`config.mk`:
```
export PLATFORM = sky130hd
export DESIGN_NAME = pipe_hazard_ctrl
export DESIGN_NICKNAME = d
export VERILOG_FILES = /design/src/rtl/pipe_hazard_ctrl.sv
export SDC_FILE = /design/constraint.sdc
export NUM_CORES = 1
export LEC_CHECK = 0
export CORE_MARGIN = 2
export CORE_UTILIZATION = 25
export CTS_BUF_LIST = sky130_fd_sc_hd__clkbuf_8
export DETAILED_ROUTE_END_ITERATION = 6
export PLACE_DENSITY = 0.76
export SLEW_MARGIN = 20
export SYNTH_ARGS = -nofsm -noshare
export SYNTH_HDL_FRONTEND = slang
export SYNTH_SLANG_ARGS = --single-unit
```
`constraint.sdc`:
```
create_clock -name clk -period 1.7 [get_ports clk]
set_input_delay 0.34 -clock clk [delete_from_list [all_inputs] [get_ports clk]]
set_output_delay 0.34 -clock clk [all_outputs]
set_load 0.005 [all_outputs]
```
`src/rtl/pipe_hazard_ctrl.sv`:
```
// Pipeline hazard controller: per-register hold/bubble enables, load-use stall, freeze, redirect squash.
// Latency: hold/bubble/pc_hold/lu_stall are combinational (same cycle); FSM and counters update on the next edge.
// Backpressure: fetch_stall | mem_stall freezes every pipeline register and the PC; nothing advances.
//
// Ports:
//   clk, rst (sync, active-low)            - clock and reset
//   fetch_stall, mem_stall                 - memory busy inputs, either one freezes the pipe
//   id_rs/id_rt (+_vld)                    - decode-stage source registers and read qualifiers
//   ex_memRead/ex_rd, mem_memRead/mem_rd   - in-flight loads and their destinations
//   redirect                               - taken branch/jump resolved at REDIRECT_STG
//   pc_hold, hold, bubble, lu_stall        - pipeline register controls
//   stall_cnt, flush_cnt                   - perf counters, present only with STALL_PERF_EN defined
//
// Optional feature macro: STALL_PERF_EN (counters implemented when defined, tied to 0 otherwise).

module pipe_hazard_ctrl #(
   parameter int NUM_STAGES   = 5,
   parameter int REG_AW       = 3,
   parameter int LOAD_LAT     = 1,
   parameter int REDIRECT_STG = 2,
   parameter int CNT_W        = 16
) (
   input  logic                  clk,
   input  logic                  rst,
   input  logic                  fetch_stall,
   input  logic                  mem_stall,
   input  logic [REG_AW-1:0]     id_rs,
   input  logic [REG_AW-1:0]     id_rt,
   input  logic                  id_rs_vld,
   input  logic                  id_rt_vld,
   input  logic                  ex_memRead,
   input  logic [REG_AW-1:0]     ex_rd,
   input  logic                  mem_memRead,
   input  logic [REG_AW-1:0]     mem_rd,
   input  logic                  redirect,
   output logic                  pc_hold,
   output logic [NUM_STAGES-2:0] hold,
   output logic [NUM_STAGES-2:0] bubble,
   output logic                  lu_stall,
   output logic [CNT_W-1:0]      stall_cnt,
   output logic [CNT_W-1:0]      flush_cnt
);

   localparam int NR = NUM_STAGES - 1;

   typedef enum logic [0:0] {
      RUN     = 1'b0,
      LUSTALL = 1'b1
   } state_t;

   state_t          r_state;
   state_t          w_state_nxt;
   logic [1:0]      r_lu_cnt;
   logic [1:0]      w_lu_cnt_nxt;

   logic            w_frz;
   logic            w_ex_match;
   logic            w_mem_match;
   logic            w_hazard;
   logic [NR-1:0]   w_redir_mask;

   assign w_frz = fetch_stall | mem_stall;

   assign w_ex_match  = ex_memRead &
                        ((id_rs_vld & (id_rs == ex_rd)) | (id_rt_vld & (id_rt == ex_rd)));
   assign w_mem_match = mem_memRead &
                        ((id_rs_vld & (id_rs == mem_rd)) | (id_rt_vld & (id_rt == mem_rd)));

   // The memory-stage load only still matters when its data arrives two cycles late.
   assign w_hazard = w_ex_match | ((LOAD_LAT == 2) & w_mem_match);

   // Squash every register younger than the stage that resolved the redirect.
   always_comb begin
      w_redir_mask = '0;
      for (int i = 0; i < NR; i++) begin
         w_redir_mask[i] = (i < REDIRECT_STG);
      end
   end

   always_ff @(posedge clk) begin
      if (!rst) begin
         r_state  <= RUN;
         r_lu_cnt <= 2'd0;
      end else begin
         r_state  <= w_state_nxt;
         r_lu_cnt <= w_lu_cnt_nxt;
      end
   end

   always_comb begin
      pc_hold      = 1'b0;
      hold         = '0;
      bubble       = '0;
      lu_stall     = 1'b0;
      w_state_nxt  = r_state;
      w_lu_cnt_nxt = r_lu_cnt;

      if (!rst) begin
         // Flush the whole pipe with NOPs and keep the PC while in reset.
         bubble  = '1;
         pc_hold = 1'b1;
      end else if (w_frz) begin
         // Freeze: state and remaining stall count are preserved.
         hold    = '1;
         pc_hold = 1'b1;
      end else if (redirect) begin
         // The dependent instruction is squashed, so any load-use stall is moot.
         bubble       = w_redir_mask;
         w_state_nxt  = RUN;
         w_lu_cnt_nxt = 2'd0;
      end else if (r_state == LUSTALL) begin
         pc_hold   = 1'b1;
         hold[0]   = 1'b1;
         bubble[1] = 1'b1;
         lu_stall  = 1'b1;
         if (r_lu_cnt <= 2'd1) begin
            w_state_nxt  = RUN;
            w_lu_cnt_nxt = 2'd0;
         end else begin
            w_lu_cnt_nxt = r_lu_cnt - 2'd1;
         end
      end else if (w_hazard) begin
         // Hold IF/ID and the PC, insert a NOP into ID/EX.
         pc_hold   = 1'b1;
         hold[0]   = 1'b1;
         bubble[1] = 1'b1;
         lu_stall  = 1'b1;
         if (LOAD_LAT > 1) begin
            w_state_nxt  = LUSTALL;
            w_lu_cnt_nxt = 2'(LOAD_LAT - 1);
         end
      end
   end

`ifdef STALL_PERF_EN
   logic [CNT_W-1:0] r_stall_cnt;
   logic [CNT_W-1:0] r_flush_cnt;
   logic             w_redir_acc;

   assign w_redir_acc = redirect & ~w_frz;

   always_ff @(posedge clk) begin
      if (!rst) begin
         r_stall_cnt <= '0;
         r_flush_cnt <= '0;
      end else begin
         if (pc_hold && (r_stall_cnt != '1)) begin
            r_stall_cnt <= r_stall_cnt + CNT_W'(1);
         end
         if (w_redir_acc && (r_flush_cnt != '1)) begin
            r_flush_cnt <= r_flush_cnt + CNT_W'(1);
         end
      end
   end

   assign stall_cnt = r_stall_cnt;
   assign flush_cnt = r_flush_cnt;
`else
   assign stall_cnt = '0;
   assign flush_cnt = '0;
`endif

endmodule

```
==> flow_summary.ini, run 1 <==
[status]
status = finished clean

[sta]
grt_setup_unrepaired = false
period_minus_slack_ns = 1.65
drv_slew = 0
hold_violations = 0
finalCritPeriodShare = 0.968
hold_ws_ns = 0.462
setup_violations = 0
finClkSkew_ns = 0.000206
fmax_mhz = 607

[pwr]
switching_share = 0.292
seqPwrFrac = 0.168
peakVddDrop_v = 0.000274
p_int_uw = 299
p_switching_uw = 123
combPwrFrac = 0.362
pwr-share-clk = 0.470
cellPowerDensity_nw_per_um2 = 502
leakage_nw = 0.404

[clocking]
cts_buffers = 3
clockBufferDepth = 2
clockRootBuffer = clkbuf_8
h-tree-depth = 1
tritoncts = yes
ctsHoldBuffers = 0
clock_latency_ns = 0.21
path_clk_slew_ns = 0.03
cts.sinks = 3

[placement]
placed_area_um2 = 734
dp.final_hpwl_mm = 1.01
gp_congestion = 0.766
port_buffers = 26

[die]
die-area_um2 = 2560
floorplan.initialDensity = 0.271
rows = 16
fp.dieW_um = 50.6
pin_count = 63
core_area_um2 = 2000
chipHeight_um = 50.6

[drt]
postRouteAntennaNets = 0
dr_wl_met2_um = 725
vias = 495
highest_layer = met3
first_pass_iters = 3
initialDrtViolationCount = 1
vias_per_cell = 3.75
wl_met3_um = 112
wl_mm = 1.28
drcViolationCount = 0
avgRoutedWirePerCell_um = 9.70
wl_met1_um = 442

[final_layout]
layout.nets = 127
syn_to_final_growth_pct = 55.0
mostFrequentLayoutCells = 32 x conb_1, 8 x dlygate4sd2_1, 7 x buf_4
final_common_cell = conb_1
fillers = 219
diodes = 0
finalInstanceArea_um2 = 840
layout-drive-gt1-share = 0.343

[worst_setup_path]
crit_chain = dlygate4sd2_1 > nand2_2 > nor4_4 > a211oi_4 > o21bai_1 > buf_2
arrival_ns = 1.31
path_max_fanout = 3
cpPeakStageDelay_ns = 0.32
slowest_stage = nor4_4
critical_path_required_ns = 1.36
end_kind = output port
worst_setup_path_start_kind = input pin
cp_num_buf_inv = 2
path_class = input pin to output port
cp_top_family = simple AND/OR/NAND/NOR gates

[worst_hold_path]
min_path_type = register to register

[logic_synthesis]
synth_warnings = 0
synth.top_cell.area_share = 0.485
yosysTopAreaCell = buf_4
ys_seq_area_frac = 0.111
netlist_area_um2 = 542
synth_cell_type_count = 21
synth_cells = 72
synthTopCellsByArea = buf_4 48%, dfxtp_1 11%, nand2_1 4.8%, xnor2_1 4.8%, xor2_1 4.8%
ys_ff_latch = 3
avgSynthCellArea_um2 = 7.52

[global_route]
grt_pass1_vias = 508
antenna_found_initial = 0
overflow = 0
grt_usage = 0.106
grt_pass1_wl_mm = 2.04
grt_max_degree = 8

[job]
drv_cap = 0
==> per-layer routing <==
layer	up-vias	track usage
met5	-	0
met4	0	0.0405
met3	0	0.0298
met2	34	0.226
met1	229	0.0871
li1	232	-
==> power by group through the flow <==
| stage | Sequential [mW] | Combinational [mW] | Clock, mW |
|---|---|---|---|
| 2_1_floorplan | 0.0719 | 0.109 | 0 |
| 3_5_place_dp | 0.0719 | 0.136 | 0 |
| 5_1_grt | 0.0708 | 0.166 | 0.214 |
| 3_3_place_gp | 0.0719 | 0.133 | 0 |
| 4_1_cts | 0.0709 | 0.142 | 0.204 |
| 6_report | 0.0709 | 0.152 | 0.198 |
==> worst reg2reg max path, delay by kind of cell, from the launching register on <==
kind	cells	cell delay, ns
AND/OR/NAND/NOR	2	0.42
AO/OA/AOI/OAI	1	0.11
flip-flops	1	0.43
==> cell families (layout without fill, tap and decap cells) <==
kind of cell | count (synthesis) | count (layout) | share of synthesized area
DFF | 3 | 3 | 0.111
buffers and inverters | 37 | 39 | 0.499
other | 1 | 32 | 0.00692
and+or+nand+nor | 16 | 16 | 0.166
xor gates and xnor gates | 6 | 6 | 0.0970
AOI/OAI and AO/OA | 9 | 9 | 0.120
==> layout make-up <==
type                            instances  area (um2)  share of cell area
Sequential cell                         3        60.1              0.0715
Inverter                                2        7.51             0.00894
Multi-Input combinational cell         63         434               0.517
Timing Repair Buffer                   33         259               0.308
Clock inverter                          1        3.75             0.00447
Tap cell                               27        33.8              0.0402
Clock buffer                            3        41.3              0.0492
==> cell usage after synthesis <==
master,instances
xor2_1,3
buf_4,35
nor2_1,2
dfxtp_1,3
and3_1,1
nand2_1,7
o221ai_1,1
conb_1,1
nor4b_1,1
nor3_1,1
a211oi_2,1
xnor2_1,3
nor4_2,1
inv_1,2
o21ai_0,2
nand4_1,1
o21bai_1,2
and4_4,1
nor2b_1,1
a21oi_1,2
o2111ai_1,1
==> registers in the layout, indices dropped and copies added, names as in the netlist <==
| register | flops |
|---|---|
| r_lu_cnt | 2 |
| r_state | 1 |
==> per-stage QoR <==
stage | worst slack (ns) | util | std cells | total power [mW] | TNS, ns
6_report | 0.0539 | 0.419 | 132 | 0.422 | 0
5_1_grt | 0.00188 | 0.419 | 132 | 0.451 | 0
4_1_cts | -0.0561 | 0.413 | 132 | 0.418 | -0.0561
3_5_place_dp | -0.721 | 0.367 | 127 | 0.208 | -5.11
3_3_place_gp | -0.739 | 0.367 | 127 | 0.205 | -4.99
2_1_floorplan | 0.280 | - | 103 | 0.181 | 0
==> worst paths after layout <==
kind              cells past startpoint  slack (ns)                     start                  endpoint
setup / recovery                      6        0.05                 id_rs_vld                 bubble[1]
hold / removal                        2        0.46  r_lu_cnt[0]$_SDFFE_PN0P_  r_lu_cnt[0]$_SDFFE_PN0P_
setup reg to reg                      3        0.64      r_state$_SDFFE_PN0P_  r_lu_cnt[1]$_SDFFE_PN0P_
hold reg to reg                       2        0.46  r_lu_cnt[0]$_SDFFE_PN0P_  r_lu_cnt[0]$_SDFFE_PN0P_
==> what timing repair did <==
action                                  in CTS  in global routing
endpoints found under the hold margin        0                  0
gates resized for setup                     69                 15
endpoints found under the setup margin      10                  6
pin swaps                                   15                 11
buffers inserted                             1                  0
gates cloned                                 0                  0
(Power assumes the default switching activity.)
==> inputs of run 2 (changes only) <==
--- a/config.mk
+++ b/config.mk
@@ -9,7 +9,8 @@
 export CORE_UTILIZATION = 25
 export CTS_BUF_LIST = sky130_fd_sc_hd__clkbuf_8
 export DETAILED_ROUTE_END_ITERATION = 6
-export PLACE_DENSITY = 0.76
+export GPL_ROUTABILITY_DRIVEN = 0
+export PLACE_DENSITY = 0.79
 export SLEW_MARGIN = 20
 export SYNTH_ARGS = -nofsm -noshare
 export SYNTH_HDL_FRONTEND = slang
==> constraint.sdc (replaced) <==
create_clock -name clk -period 1.5 [get_ports clk]
set_input_delay 0.3 -clock clk [delete_from_list [all_inputs] [get_ports clk]]
set_output_delay 0.3 -clock clk [all_outputs]
set_load 0.005 [all_outputs]
==> run 2 against run 1 <==
  * The run now ends with setup timing left
  * Global-route usage fell by 0.32 points
  * Core utilization up 2.2 points
  * Sequential share of layout area shrank 0.35 points
  * Final cell count grew 3.8%
  * Worst setup slack worse by 0.12 ns
  * Clock skew up 0.0027 ns
  * Critical path depth unchanged
  * Critical endpoint is now lu_stall
==> flow_summary.ini, run 2 (synthesis gave the netlist of run 1 again) <==
[sta]
hold_violations = 0
finalCritPeriodShare = 1.05
drv_slew = 0
fmax_mhz = 638
setup_violations = 4
period_minus_slack_ns = 1.57
finClkSkew_ns = 0.00292
grt_setup_unrepaired = true
hold_ws_ns = 0.429
setup_ws_ns = -0.0685

[final_layout]
layout-drive-gt1-share = 0.373
final_common_cell = conb_1
syn_to_final_growth_pct = 63.0
largest_reg_flops = 2
multi_input_area_um2 = 429
reg_top3 = r_lu_cnt x2, r_state x1
layout.nets = 132
mostFrequentLayoutCells = 32 x conb_1, 11 x buf_4, 10 x buf_2
largest-register = r_lu_cnt
diodes = 0
regArea_um2 = 60.1
fillers = 198

[drt]
vias_per_cell = 3.63
drcViolationCount = 0
postRouteAntennaNets = 0
wl_mm = 1.28
initialDrtViolationCount = 5
vias = 497
avgRoutedWirePerCell_um = 9.34
first_pass_iters = 4

[worst_setup_path]
end_kind = output port
path_max_fanout = 3
critical_path_required_ns = 1.20
worst_setup_path_start_kind = input pin
arrival_ns = 1.27
path_class = input pin to output port

[pwr]
cellPowerDensity_nw_per_um2 = 552
combPwrFrac = 0.364
switching_share = 0.289
p_switching_uw = 141
p_int_uw = 346
power_uw = 487
pwr-share-clk = 0.471
seqPwrFrac = 0.165
peakVddDrop_v = 0.000423
leakage_nw = 0.429

[global_route]
grt_max_degree = 8
antenna_found_initial = 0
grt_usage = 0.103
grt_pass1_vias = 461
grt_pass1_wl_mm = 1.93
overflow = 0

[die]
floorplan.initialDensity = 0.271
pin_count = 63
chipHeight_um = 50.6
core_area_um2 = 2000
rows = 16
die-area_um2 = 2560
fp.dieW_um = 50.6

[status]
violations = setup timing
status = finished, violations left

[clocking]
cts_buffers = 3
clock_latency_ns = 0.22
path_clk_slew_ns = 0.03
ctsHoldBuffers = 0
clockRootBuffer = clkbuf_8
h-tree-depth = 1
cts.sinks = 3
tritoncts = yes
clockBufferDepth = 2

[placement]
port_buffers = 26
dp.final_hpwl_mm = 1.05

[job]
drv_cap = 0

[worst_hold_path]
min_path_type = input pin to register
==> run 2: cell types whose count changed in the layout (fill, tap and decap cells not counted), moves of 2 or more <==
cell and change:
buf_2 +4, buf_4 +4, clkbuf_2 -3, buf_8 +2, clkdlybuf4s15_1 +2, clkdlybuf4s50_1 -2
==> run 2: power by group through the flow <==
stage | clock [mW] | sequential (mW) | combinational, mW
4_1_cts | 0.241 | 0.0803 | 0.169
3_5_place_dp | 0 | 0.0814 | 0.155
2_1_floorplan | 0 | 0.0814 | 0.123
6_report | 0.229 | 0.0803 | 0.177
3_3_place_gp | 0 | 0.0814 | 0.153
5_1_grt | 0.250 | 0.0803 | 0.193
==> run 2: worst paths after layout <==
kind | from | endpoint | slack [ns] | depth (start not counted)
setup / recovery | id_rs[2] | lu_stall | -0.07 | 6
setup reg to reg | r_state$_SDFFE_PN0P_ | r_lu_cnt[1]$_SDFFE_PN0P_ | 0.50 | 3
hold reg to reg | r_lu_cnt[0]$_SDFFE_PN0P_ | r_lu_cnt[0]$_SDFFE_PN0P_ | 0.47 | 2
hold / removal | rst | r_lu_cnt[1]$_SDFFE_PN0P_ | 0.43 | 2
==> run 2: timing repair <==
item	in CTS	in global routing
buffers inserted	4	0
setup endpoints to repair	10	4
hold endpoints to repair	0	0
pin swaps	15	6
gates resized for setup	86	10
==> run 2: routing by layer <==
layer / wire length [um] / vias to the layer above / GRT usage
li1: - / 244 / -
met5: 0 / - / 0
met1: 425 / 217 / 0.101
met2: 741 / 36 / 0.191
met4: 0 / 0 / 0.0541
met3: 112 / 0 / 0.0298
==> run 2: worst max-delay path: stages <==
cell and delay, ns:
buf_8 0.10, xor2_4 0.18, nor4_4 0.33, a211oi_4 0.08
nor3_2 0.13, buf_2 0.14
==> run 2: cell type report <==
cell class | instances | area share
Sequential cell | 3 | 0.0680
Tap cell | 27 | 0.0382
Clock inverter | 1 | 0.00425
Inverter | 2 | 0.00850
Clock buffer | 3 | 0.0467
Multi-Input combinational cell | 63 | 0.486
Timing Repair Buffer | 38 | 0.348
==> run 2: per-stage QoR <==
step / cells / setup TNS, ns / area [um2] / worst slack (ns) / util
floorplan: 103 / 0 / 658 / 0.160 / -
global placement: 129 / -6.18 / 749 / -0.856 / 0.374
detailed placement: 129 / -6.27 / 749 / -0.870 / 0.374
CTS: 137 / -0.231 / 856 / -0.105 / 0.428
global route: 137 / -0.533 / 883 / -0.151 / 0.441
finish: 137 / -0.236 / 883 / -0.0685 / 0.441
==> inputs of run 3 (changes only) <==
--- a/config.mk
+++ b/config.mk
@@ -9,8 +9,9 @@
 export CORE_UTILIZATION = 25
 export CTS_BUF_LIST = sky130_fd_sc_hd__clkbuf_8
 export DETAILED_ROUTE_END_ITERATION = 6
+export DONT_BUFFER_PORTS = 1
 export GPL_ROUTABILITY_DRIVEN = 0
-export PLACE_DENSITY = 0.79
+export PLACE_DENSITY = 0.4
 export SLEW_MARGIN = 20
 export SYNTH_ARGS = -nofsm -noshare
 export SYNTH_HDL_FRONTEND = slang
==> run 3 against run 2 <==
  * The run now ends clean
  * Final cell count fell by 26%
  * Count of clock-buffer cells in the layout did not move
  * Worst setup slack improved by 0.15 ns
  * Sequential share of layout area rose by 5.5 points
  * Flip-flop and latch count did not move
  * Clock power fell by 3%
  * Via count fell by 27%
  * Register-to-register slack improved by 0.09 ns
  * Cell area fell by 45%
  * Core utilization fell by 20 points
  * Fmax rose by 10%
  * Critical path depth fell by 2
  * Critical endpoint unchanged
==> flow_summary.ini, run 3 (synthesis gave the netlist of run 1 again) <==
[drt]
initialDrtViolationCount = 8
postRouteAntennaNets = 0
first_pass_iters = 4
wl_um = 896
drcViolationCount = 0
avgRoutedWirePerCell_um = 8.87
vias_per_cell = 3.59
vias = 363

[worst_hold_path]
min_path_type = input pin to register

[final_layout]
syn_to_final_growth_pct = -9.70
multi_input_area_um2 = 328
layout-drive-gt1-share = 0.108
final_common_cell = conb_1
diodes = 0
finalInstanceArea_um2 = 489
fillers = 229
largest-register = r_lu_cnt
mostFrequentLayoutCells = 32 x conb_1, 7 x nand2_1
regArea_um2 = 60.1
reg_top3 = r_lu_cnt x2, r_state x1
largest_reg_flops = 2
layout.nets = 96

[global_route]
grt_max_degree = 9
overflow = 0
grt_pass1_vias = 318
grt_usage = 0.0740
antenna_found_initial = 0
grt_pass1_wl_mm = 1.36

[die]
die-area_um2 = 2560
pin_count = 63
fp.dieW_um = 50.6
rows = 16
chipHeight_um = 50.6
core_area_um2 = 2000
floorplan.initialDensity = 0.271

[sta]
fin_tns_setup_ns = 0
finalCritPeriodShare = 0.949
fmax_mhz = 703
setup_violations = 0
drv_slew = 0
grt_setup_unrepaired = false
hold_violations = 0
setup_ws_ns = 0.0771
finClkSkew_ns = 0.00186
period_minus_slack_ns = 1.42

[clocking]
clockRootBuffer = clkbuf_8
clock_latency_ns = 0.21
cts_resized = 0
cts_buffers = 3
path_clk_slew_ns = 0.03
cts.sinks = 3
clockBufferDepth = 2
ctsHoldBuffers = 0
tritoncts = yes
post_cts_buffers = 0
h-tree-depth = 1

[placement]
port_buffers = 0
dp.final_hpwl_um = 773
place_ws_ns = 0.0664
placed_area_um2 = 444

[worst_setup_path]
path_max_fanout = 3
path_class = input pin to output port
arrival_ns = 1.12
critical_path_required_ns = 1.20
end_kind = output port
worst_setup_path_start_kind = input pin

[pwr]
peakVddDrop_v = 0.000284
leakage_nw = 0.236
cellPowerDensity_nw_per_um2 = 761

[status]
status = finished clean

[job]
drv_cap = 0
-- run 3: cell count changes in the layout (fill, tap and decap cells not counted), sizes merged --
cell	before	now
buf	26	2
clkdlybuf4s15	3	0
clkdlybuf4s50	2	0
dlygate4sd2	7	0
-- run 3: per-stage QoR --
stage / instances / total power, mW / util / hold slack (ns)
after floorplan: 103 / 0.205 / - / 0.432
after global placement: 97 / 0.149 / 0.222 / 0.453
after detailed placement: 97 / 0.149 / 0.222 / 0.452
after CTS: 101 / 0.380 / 0.244 / 0.240
after global routing: 101 / 0.402 / 0.244 / 0.250
final: 101 / 0.372 / 0.244 / 0.246
-- run 3: path summary, 6_finish.rpt --
check | startpoint | endpoint | slack, ns | cells after the start
worst max-delay path | id_rs[2] | lu_stall | 0.08 | 4
worst min-delay path | rst | r_state$_SDFFE_PN0P_ | 0.25 | 2
worst min register to register | r_lu_cnt[0]$_SDFFE_PN0P_ | r_lu_cnt[0]$_SDFFE_PN0P_ | 0.45 | 2
worst max register to register | r_state$_SDFFE_PN0P_ | r_lu_cnt[1]$_SDFFE_PN0P_ | 0.59 | 3
-- run 3: area by class of cell --
type / count / area share
clock inverters: 1 / 0.00767
clock buffers: 3 / 0.0844
multi-input cells: 63 / 0.670
inverters: 2 / 0.0153
well taps: 27 / 0.0691
repair buffers: 2 / 0.0307
flip-flops and latches: 3 / 0.123
-- run 3: per-layer routing --
layer	part of all wire	track usage
met1	0.32	0.0741
met2	0.51	0.112
met3	0.17	0.0446
met4	0	0.0541
met5	0	0
-- run 3: worst max-delay path: stages --
cell	delay, ns
xor2_1	0.16
nor4_2	0.31
a211oi_2	0.10
nor3_1	0.25
-- run 3: power breakdown --
group          switching [mW]  internal [mW]
registers                   0         0.0804
clock network          0.0494          0.174
logic                  0.0456         0.0232
